`config.mk`:
```
export PLATFORM = sky130hd
export DESIGN_NAME = lcd_bus_engine
export DESIGN_NICKNAME = d
export VERILOG_FILES = /design/src/rtl/lcd_bus_engine.sv
export SDC_FILE = /design/constraint.sdc
export NUM_CORES = 1
export LEC_CHECK = 0
export CAP_MARGIN = 20
export CORE_ASPECT_RATIO = 0.7
export CORE_UTILIZATION = 30
export DETAILED_ROUTE_END_ITERATION = 12
export PLACE_DENSITY = 0.5
export SYNTH_ARGS = -nofsm -noshare
export SYNTH_HDL_FRONTEND = slang
export SYNTH_SLANG_ARGS = --single-unit
```
`constraint.sdc`:
```
create_clock -name clk -period 5.4 [get_ports clk]
set_clock_uncertainty 0.05 [all_clocks]
set_input_delay 1.08 -clock clk [delete_from_list [all_inputs] [get_ports clk]]
set_output_delay 1.08 -clock clk [all_outputs]
set_load 0.05 [all_outputs]
```
`src/rtl/lcd_bus_engine.sv`:
```
// Write-only HD44780-style LCD bus engine: strobes one command per request onto a
// 4-bit or 8-bit bus with programmable setup/pulse/hold/gap timing and post-command delay.
module lcd_bus_engine #(
  parameter int BUS_8BIT = 0,
  parameter int T_SETUP  = 2,
  parameter int T_PULSE  = 12,
  parameter int T_HOLD   = 1,
  parameter int T_GAP    = 50,
  parameter int T_CMD    = 2000,
  parameter int T_LONG   = 82000,
  parameter int CNT_W    = 17
) (
  input  logic       clk,
  input  logic       reset,
  input  logic       cmd_valid,
  output logic       cmd_ready,
  input  logic       cmd_rs,
  input  logic       cmd_nib,
  input  logic [7:0] cmd_data,
  output logic       lcd_e,
  output logic       lcd_rs,
  output logic       lcd_rw,
  output logic [7:0] lcd_d,
  output logic       busy,
  output logic       done
);

  localparam longint MAX_DUR = (longint'(1) << CNT_W) - 1;

  if (T_SETUP < 1 || T_PULSE < 1 || T_HOLD < 1 || T_GAP < 1 || T_CMD < 1 || T_LONG < 1 ||
      T_SETUP > MAX_DUR || T_PULSE > MAX_DUR || T_HOLD > MAX_DUR || T_GAP > MAX_DUR ||
      T_CMD > MAX_DUR || T_LONG > MAX_DUR) begin : g_bad_timing
    $error("lcd_bus_engine: timing parameter out of range for CNT_W");
  end

  localparam logic [CNT_W-1:0] SETUP_M1 = CNT_W'(T_SETUP - 1);
  localparam logic [CNT_W-1:0] PULSE_M1 = CNT_W'(T_PULSE - 1);
  localparam logic [CNT_W-1:0] HOLD_M1  = CNT_W'(T_HOLD - 1);
  localparam logic [CNT_W-1:0] GAP_M1   = CNT_W'(T_GAP - 1);
  localparam logic [CNT_W-1:0] CMD_M1   = CNT_W'(T_CMD - 1);
  localparam logic [CNT_W-1:0] LONG_M1  = CNT_W'(T_LONG - 1);

  typedef enum logic [2:0] {
    S_IDLE  = 3'd0,
    S_SETUP = 3'd1,
    S_PULSE = 3'd2,
    S_HOLD  = 3'd3,
    S_GAP   = 3'd4,
    S_DELAY = 3'd5
  } state_t;

  state_t           state_q, state_d;
  logic [CNT_W-1:0] cnt_q, cnt_d;
  logic             rs_q, rs_d, nib_q, nib_d, lo_q, lo_d;
  logic [7:0]       data_q, data_d;
  logic             e_q, e_d, lrs_q, lrs_d, ready_q, ready_d, busy_q, busy_d, done_q, done_d;
  logic [7:0]       ld_q, ld_d;
  logic             tick_s, is_long_s, split_s;

  // State, counter, latched command and registered outputs
  always_ff @(posedge clk or posedge reset) begin
    if (reset) begin
      state_q <= S_IDLE;
      cnt_q   <= '0;
      rs_q    <= 1'b0;
      nib_q   <= 1'b0;
      lo_q    <= 1'b0;
      data_q  <= 8'h00;
      e_q     <= 1'b0;
      lrs_q   <= 1'b0;
      ld_q    <= 8'h00;
      ready_q <= 1'b1;
      busy_q  <= 1'b0;
      done_q  <= 1'b0;
    end else begin
      state_q <= state_d;
      cnt_q   <= cnt_d;
      rs_q    <= rs_d;
      nib_q   <= nib_d;
      lo_q    <= lo_d;
      data_q  <= data_d;
      e_q     <= e_d;
      lrs_q   <= lrs_d;
      ld_q    <= ld_d;
      ready_q <= ready_d;
      busy_q  <= busy_d;
      done_q  <= done_d;
    end
  end

  // Next state: every state counts down its duration and leaves when the counter hits zero
  always_comb begin
    state_d   = state_q;
    rs_d      = rs_q;
    nib_d     = nib_q;
    lo_d      = lo_q;
    data_d    = data_q;
    tick_s    = (cnt_q == '0);
    cnt_d     = tick_s ? cnt_q : cnt_q - CNT_W'(1);
    // Clear display (0x01) and return home (0x02/0x03) need the long execution time
    is_long_s = !rs_q && (data_q[7:2] == 6'd0);
    split_s   = (BUS_8BIT == 0) && !lo_q && !nib_q;
    case (state_q)
      S_IDLE: begin
        if (cmd_valid) begin
          state_d = S_SETUP;
          cnt_d   = SETUP_M1;
          rs_d    = cmd_rs;
          nib_d   = cmd_nib;
          data_d  = cmd_data;
          lo_d    = 1'b0;
        end
      end
      S_SETUP: if (tick_s) begin state_d = S_PULSE; cnt_d = PULSE_M1; end
      S_PULSE: if (tick_s) begin state_d = S_HOLD;  cnt_d = HOLD_M1;  end
      S_HOLD: begin
        if (tick_s) begin
          if (split_s) begin
            state_d = S_GAP;
            cnt_d   = GAP_M1;
          end else begin
            state_d = S_DELAY;
            cnt_d   = is_long_s ? LONG_M1 : CMD_M1;
          end
        end
      end
      S_GAP: if (tick_s) begin state_d = S_SETUP; cnt_d = SETUP_M1; lo_d = 1'b1; end
      S_DELAY: if (tick_s) state_d = S_IDLE;
      default: begin
        state_d = S_IDLE;
        cnt_d   = '0;
      end
    endcase
  end

  // Outputs decoded from the upcoming state so they register in step with it
  always_comb begin
    e_d     = (state_d == S_PULSE);
    ready_d = (state_d == S_IDLE);
    busy_d  = (state_d != S_IDLE);
    done_d  = (state_d == S_DELAY) && (cnt_d == '0);
    if (state_d == S_IDLE) begin
      lrs_d = 1'b0;
      ld_d  = 8'h00;
    end else if (BUS_8BIT != 0) begin
      lrs_d = rs_d;
      ld_d  = data_d;
    end else begin
      lrs_d = rs_d;
      ld_d  = {4'h0, (lo_d ? data_d[3:0] : data_d[7:4])};
    end
  end

  assign cmd_ready = ready_q;
  assign busy      = busy_q;
  assign done      = done_q;
  assign lcd_e     = e_q;
  assign lcd_rs    = lrs_q;
  assign lcd_d     = ld_q;
  assign lcd_rw    = 1'b0;

endmodule

```
==> flow_metrics.py, run 1 <==
metrics = {
    "outcome": {
        "status": "completed",
    },
    "clocking": {
        "htree_levels": 2,
        "hold_buffers": 0,
        "cts-resized-gates": 0,
        "clockRootBuffer": "clkbuf_8",
        "path_clk_slew_ns": 0.07,
        "clkLatencyLatePin_ns": 0.29,
        "cts_inserted_buffers": 5,
        "cts_buffer_depth": 2,
        "clock_sinks": 40,
        "postCtsSetupBuffers": 0,
        "cts_tree": "yes",
    },
    "setup_path": {
        "worst_ep_required_time_ns": 5.50,
        "endpoint_kind": "flop",
        "cpMaxStageDelayCell": "or4b_1",
        "crit_chain": "inv_1 -> ha_1 -> or4b_1 -> nor4_4 -> buf_4 -> nand2_1 -> xor2_1 -> nor2_1 -> nor3_2 -> nor2_1",
        "r2r-start": "cnt_q[0]$_DFF_PP0_",
        "crit_buf_inv": 2,
        "path_max_fanout": 18,
        "r2r-end": "lcd_d[0]$_DFF_PP0_",
        "cp.arrival_ns": 3.30,
        "crit_type": "flop to flop",
        "cp_slowest_stage_delay_ns": 0.54,
        "reg2reg_setup_slack_ns": 2.20,
        "ff2ff_path_depth": 10,
        "crit_family": "simple AND/OR/NAND/NOR gates",
        "startpoint_type": "flop",
        "crit_top_cell": "nor2_1",
    },
    "min_path": {
        "min_path_cells": 1,
        "hp-class": "flop to flop",
        "whs_endpoint": "data_q[0]$_DFF_PP0_",
        "min_from": "data_q[0]$_DFF_PP0_",
    },
    "drt": {
        "drt_first_pass_iters": 5,
        "wire_per_inst_um": 15.1,
        "num_vias": 1688,
        "viasPerCell": 5.05,
        "initialDrtViolationCount": 89,
        "drt-total-wl_um": 5050,
        "drc_errors": 0,
        "ant_nets": 0,
    },
    "timing": {
        "fin_crit_sh": 0.592,
        "max_freq_mhz": 313,
        "worst_slew_pin_slew_ns": 0.640,
        "fin_setup_tns_ns": 0,
        "setup_viol": 0,
        "maxSlewHeadroom": 0.573,
        "final.setup.worst_slack_ns": 2.20,
        "maxSlewViolCount": 0,
        "rsz0062_at_grt": "no",
        "whs_ns": 0.457,
        "min_period_ns": 3.20,
        "hold_viol": 0,
    },
    "die": {
        "initial_core_util": 0.315,
        "die_w_um": 103,
        "die-area_mm2": 0.00755,
        "dieHeight_um": 73.0,
        "fp.coreArea_mm2": 0.00685,
        "core.rowCount": 25,
        "io_pins": 27,
    },
    "power_and_ir_drop": {
        "power.leakage_nw": 1.03,
        "total_power_mw": 1.33,
        "powerDensity_mw_per_mm2": 513,
        "vdd_drop_max_uv": 212,
    },
    "finish": {
        "diodes": 0,
        "area_delta_synth_final_pct": 20.0,
        "utilization": 0.378,
        "fillers": 671,
        "stdcell_area_mm2": 0.00259,
        "fin_nets": 256,
        "final_cell_count_no_fill": 334,
        "drive_gt1_frac": 0.150,
    },
    "global_routing": {
        "grt_pass1_wl_um": 8220,
        "grt_overflow_total": 0,
        "track_usage": 0.149,
        "grt_start_max_net_pins": 41,
        "grt_pass1_vias": 1548,
        "antenna_found_initial": 0,
    },
    "synthesis": {
        "ys_types": 48,
        "async_flop_share": 1.00,
        "synth-seq-cells": 40,
        "yosysWarnings": 0,
        "postSynthAreaPerCell_um2": 10.0,
        "synth_top_area_frac": 0.452,
        "syn-cell-area_mm2": 0.00216,
        "synth_edf_count": 0,
        "synth.area.top_cells": "dfrtp_1 45%, mux2_2 5.7%, nor2_1 4.7%",
        "netlist_instances": 216,
        "synth_top_area_cell": "dfrtp_1",
        "synth_flop_cell": "dfrtp_1",
        "ys_seq_area_frac": 0.464,
    },
    "place": {
        "place.gp.congestion": 0.832,
        "detailed_place_hpwl_um": 3690,
        "placed_area_mm2": 0.00247,
        "dp_cells": 326,
        "place_ws_ns": 2.08,
        "port-buffer-count": 21,
    },
    "job": {
        "drv_cap": 0,
    },
}
report_power, final:
part           internal (mW)  leakage [nW]  switching (mW)
logic                  0.220         0.477           0.304
registers              0.422         0.488           0.117
clock network          0.163        0.0645           0.104
cells by family after synthesis:
family | after synthesis | share of synthesized area
buffers and inverters | 19 | 0.0435
muxes | 15 | 0.0759
AOI/OAI and AO/OA | 41 | 0.126
xor gates and xnor gates | 10 | 0.0406
other | 1 | 0.00174
DFF | 40 | 0.464
adders and majority gates | 4 | 0.0232
and+or+nand+nor | 86 | 0.225
worst max-delay path by stage:
stage	from	depth (start not counted)	to	slack, ns
after floorplan	cnt_q[0]$_DFF_PP0_	12	done$_DFF_PP0_	2.52
after global placement	cmd_valid	8	done$_DFF_PP0_	2.14
after detailed placement	cmd_valid	7	done$_DFF_PP0_	2.08
after CTS	cnt_q[0]$_DFF_PP0_	10	done$_DFF_PP0_	2.21
after global routing	cnt_q[0]$_DFF_PP0_	10	lcd_d[0]$_DFF_PP0_	2.01
final	cnt_q[0]$_DFF_PP0_	10	lcd_d[0]$_DFF_PP0_	2.20
registers in the layout, summed over array words and instances (netlist names):
signal and count:
lcd_e 1, lcd_d 4, nib_q 1, rs_q 1
lcd_rs 1, cnt_q 17, busy 1, done 1
cmd_ready 1, data_q 8, state_q 3, lo_q 1
Yosys cell counts (all sizes together), types with 2 or more instances:
master	number
buf	6
mux2	11
xnor2	8
a221oi	2
ha	4
dfrtp	39
nand3	5
mux2i	4
nand2b	3
o21ai	11
inv	7
a21oi	15
nor2b	2
nor3b	3
nor4	8
nor4b	3
o211ai	2
nor2	27
o221ai	2
o21bai	2
or3	5
nor3	9
xor2	2
nand2	12
or4	5
clkbuf	6
placed cells by master, fill, tap and decap left out, drive strengths merged, types with 3 or more instances in the layout:
| cell | Yosys | routed |
|---|---|---|
| nor3b | 3 | 3 |
| clkdlybuf4s50 | 0 | 21 |
| conb | 1 | 5 |
| mux2i | 4 | 4 |
| xnor2 | 8 | 8 |
| mux2 | 11 | 11 |
| clkbuf | 6 | 7 |
| nor2 | 27 | 27 |
| inv | 7 | 7 |
| nor3 | 9 | 9 |
| nand2 | 12 | 12 |
| dfrtp | 39 | 39 |
| nand3 | 5 | 5 |
| nor4 | 8 | 8 |
| o21ai | 11 | 11 |
| nor4b | 3 | 3 |
| a21oi | 15 | 15 |
| nand2b | 3 | 3 |
| ha | 4 | 4 |
| buf | 6 | 3 |
| or3 | 5 | 5 |
| or4 | 5 | 5 |
routing by layer:
metal	vias up	GRT usage	wire length, um
met4	0	0.0376	29
li1	824	-	-
met1	804	0.245	2780
met2	56	0.186	1940
met3	4	0.0354	301
met5	-	0	0
cell type report:
class	instances	area (um2)	area share
Inverter	7	28.8	0.0111
Timing Repair Buffer	24	233	0.0898
Clock inverter	1	30.0	0.0116
Sequential cell	40	1000	0.387
Multi-Input combinational cell	161	1080	0.418
Tap cell	94	118	0.0454
Clock buffer	7	96.3	0.0372
(Power assumes the default switching activity.)
==> inputs of run 2 (changes only) <==
--- a/config.mk
+++ b/config.mk
@@ -9,7 +9,7 @@
 export CORE_ASPECT_RATIO = 0.7
 export CORE_UTILIZATION = 30
 export DETAILED_ROUTE_END_ITERATION = 12
-export PLACE_DENSITY = 0.5
+export PLACE_DENSITY = 0.52
 export SYNTH_ARGS = -nofsm -noshare
 export SYNTH_HDL_FRONTEND = slang
 export SYNTH_SLANG_ARGS = --single-unit
==> constraint.sdc (replaced) <==
create_clock -name clk -period 2.7 [get_ports clk]
set_clock_uncertainty 0.05 [all_clocks]
set_input_delay 0.54 -clock clk [delete_from_list [all_inputs] [get_ports clk]]
set_output_delay 0.54 -clock clk [all_outputs]
set_load 0.05 [all_outputs]
==> flow_metrics.py, run 2 (synthesis results as in run 1) <==
metrics = {
    "clocking": {
        "clkLatencyLatePin_ns": 0.30,
        "path_clk_slew_ns": 0.08,
        "htree_levels": 2,
        "clock_sinks": 40,
        "cts_buffer_depth": 2,
        "clockRootBuffer": "clkbuf_8",
        "cts_inserted_buffers": 5,
        "cts_tree": "yes",
    },
    "global_routing": {
        "grt_overflow_total": 0,
        "grt_pass1_wl_um": 8960,
        "antenna_found_initial": 0,
        "grt_pass1_vias": 1738,
        "grt_start_max_net_pins": 41,
        "track_usage": 0.161,
    },
    "outcome": {
        "failed_checks": "setup timing",
        "status": "finished with violations",
    },
    "setup_path": {
        "cpMaxStageDelayCell": "a222oi_1",
        "crit_cells": 11,
        "cp_slowest_stage_delay_ns": 0.59,
        "ff2ff_path_depth": 11,
        "crit_chain": "inv_2 -> ha_1 -> or4b_4 -> nor4_4 -> buf_4 -> inv_4 -> buf_4 -> a222oi_1 -> nor4b_4 -> nand4_1 -> nor4b_2",
        "crit_family": "simple AND/OR/NAND/NOR gates",
        "crit_buf_inv": 4,
        "crit_top_cell": "buf_4",
        "path_max_fanout": 5,
        "crit_type": "flop to flop",
        "cp.arrival_ns": 2.91,
        "endpoint_kind": "flop",
        "startpoint_type": "flop",
        "worst_ep_required_time_ns": 2.83,
    },
    "die": {
        "initial_core_util": 0.315,
        "die-area_mm2": 0.00755,
        "core.rowCount": 25,
        "dieHeight_um": 73.0,
        "die_w_um": 103,
        "fp.coreArea_mm2": 0.00685,
        "io_pins": 27,
    },
    "place": {
        "port-buffer-count": 21,
        "place.gp.congestion": 0.898,
        "dp_cells": 359,
        "detailed_place_hpwl_um": 4150,
        "place_ws_ns": -0.0936,
    },
    "finish": {
        "final_cell_count_no_fill": 375,
        "final_cell_mix": "42 x buf_4, 39 x dfrtp_1, 26 x nor2_1",
        "fin_nets": 297,
        "area_delta_synth_final_pct": 36.8,
        "regMostFlops": "cnt_q",
        "largest_reg_flops": 17,
        "drive_gt1_frac": 0.317,
        "final_common_cell": "buf_4",
        "fillers": 665,
        "diodes": 0,
    },
    "timing": {
        "fin_crit_sh": 1.03,
        "min_period_ns": 2.78,
        "rsz0062_at_grt": "yes",
        "max_freq_mhz": 360,
        "worst_slew_pin_slew_ns": 0.688,
        "setup_viol": 1,
        "hold_viol": 0,
        "final.setup.worst_slack_ns": -0.0759,
        "maxSlewViolCount": 0,
        "maxSlewHeadroom": 0.541,
    },
    "min_path": {
        "hp-class": "flop to flop",
        "min_path_cells": 1,
    },
    "power_and_ir_drop": {
        "vdd_drop_max_uv": 307,
        "total_power_mw": 2.90,
        "powerDensity_mw_per_mm2": 981,
        "power.leakage_nw": 1.23,
    },
    "drt": {
        "drt-total-wl_um": 5650,
        "wire_per_inst_um": 15.1,
        "num_vias": 1797,
        "initialDrtViolationCount": 65,
        "ant_nets": 0,
        "drc_errors": 0,
        "drt_first_pass_iters": 4,
        "viasPerCell": 4.79,
    },
    "job": {
        "drv_cap": 0,
    },
}
-- run 2: per-stage QoR --
stage / setup TNS, ns / hold slack, ns / cell area [um2] / utilization
3_3_place_gp: -0.0502 / 0.434 / 2740 / 0.399
4_1_cts: -0.0117 / 0.455 / 2920 / 0.427
6_report: -0.0759 / 0.453 / 2960 / 0.431
5_1_grt: -1.42 / 0.486 / 2960 / 0.431
2_1_floorplan: -0.0972 / 0.422 / 2200 / -
3_5_place_dp: -0.0936 / 0.436 / 2740 / 0.399
-- run 2: path summary, 6_finish.rpt --
kind / to / from / slack, ns
setup / recovery: done$_DFF_PP0_ / cnt_q[0]$_DFF_PP0_ / -0.08
setup reg to reg: done$_DFF_PP0_ / cnt_q[0]$_DFF_PP0_ / -0.08
min in group asynchronous: lcd_d[1]$_DFF_PP0_ / reset / 0.63
hold reg to reg: data_q[0]$_DFF_PP0_ / data_q[0]$_DFF_PP0_ / 0.45
max in group asynchronous: cnt_q[14]$_DFF_PP0_ / reset / 1.58
hold / removal: data_q[0]$_DFF_PP0_ / data_q[0]$_DFF_PP0_ / 0.45
-- run 2: what timing repair did --
item                                    CTS  global route
cloned                                    1             0
hold buffers                              0             0
buffers inserted                          5             2
resized for setup                         6             4
endpoints found under the setup margin    4            12
pin swaps                                 9             1
-- run 2: area by class of cell --
type	count	area, um2	area share
Multi-Input combinational cell	161	1150	0.388
Sequential cell	40	1000	0.339
Timing Repair Buffer	64	541	0.183
Tap cell	94	118	0.0398
Clock buffer	5	68.8	0.0233
Clock inverter	3	42.5	0.0144
Inverter	7	28.8	0.00974
Timing Repair inverter	1	7.51	0.00254
-- run 2: report_power, final --
part	switching (mW)	internal, mW	total [mW]
Sequential	0.166	0.843	1.01
Clock	0.222	0.274	0.496
Combinational	0.772	0.624	1.40
-- run 2: metal layers --
layer	vias up	part of all wire	GRT usage
li1	899	-	-
met1	852	0.58	0.272
met2	40	0.37	0.196
met3	6	0.042	0.0335
met4	0	0.0090	0.0423
met5	-	0	0
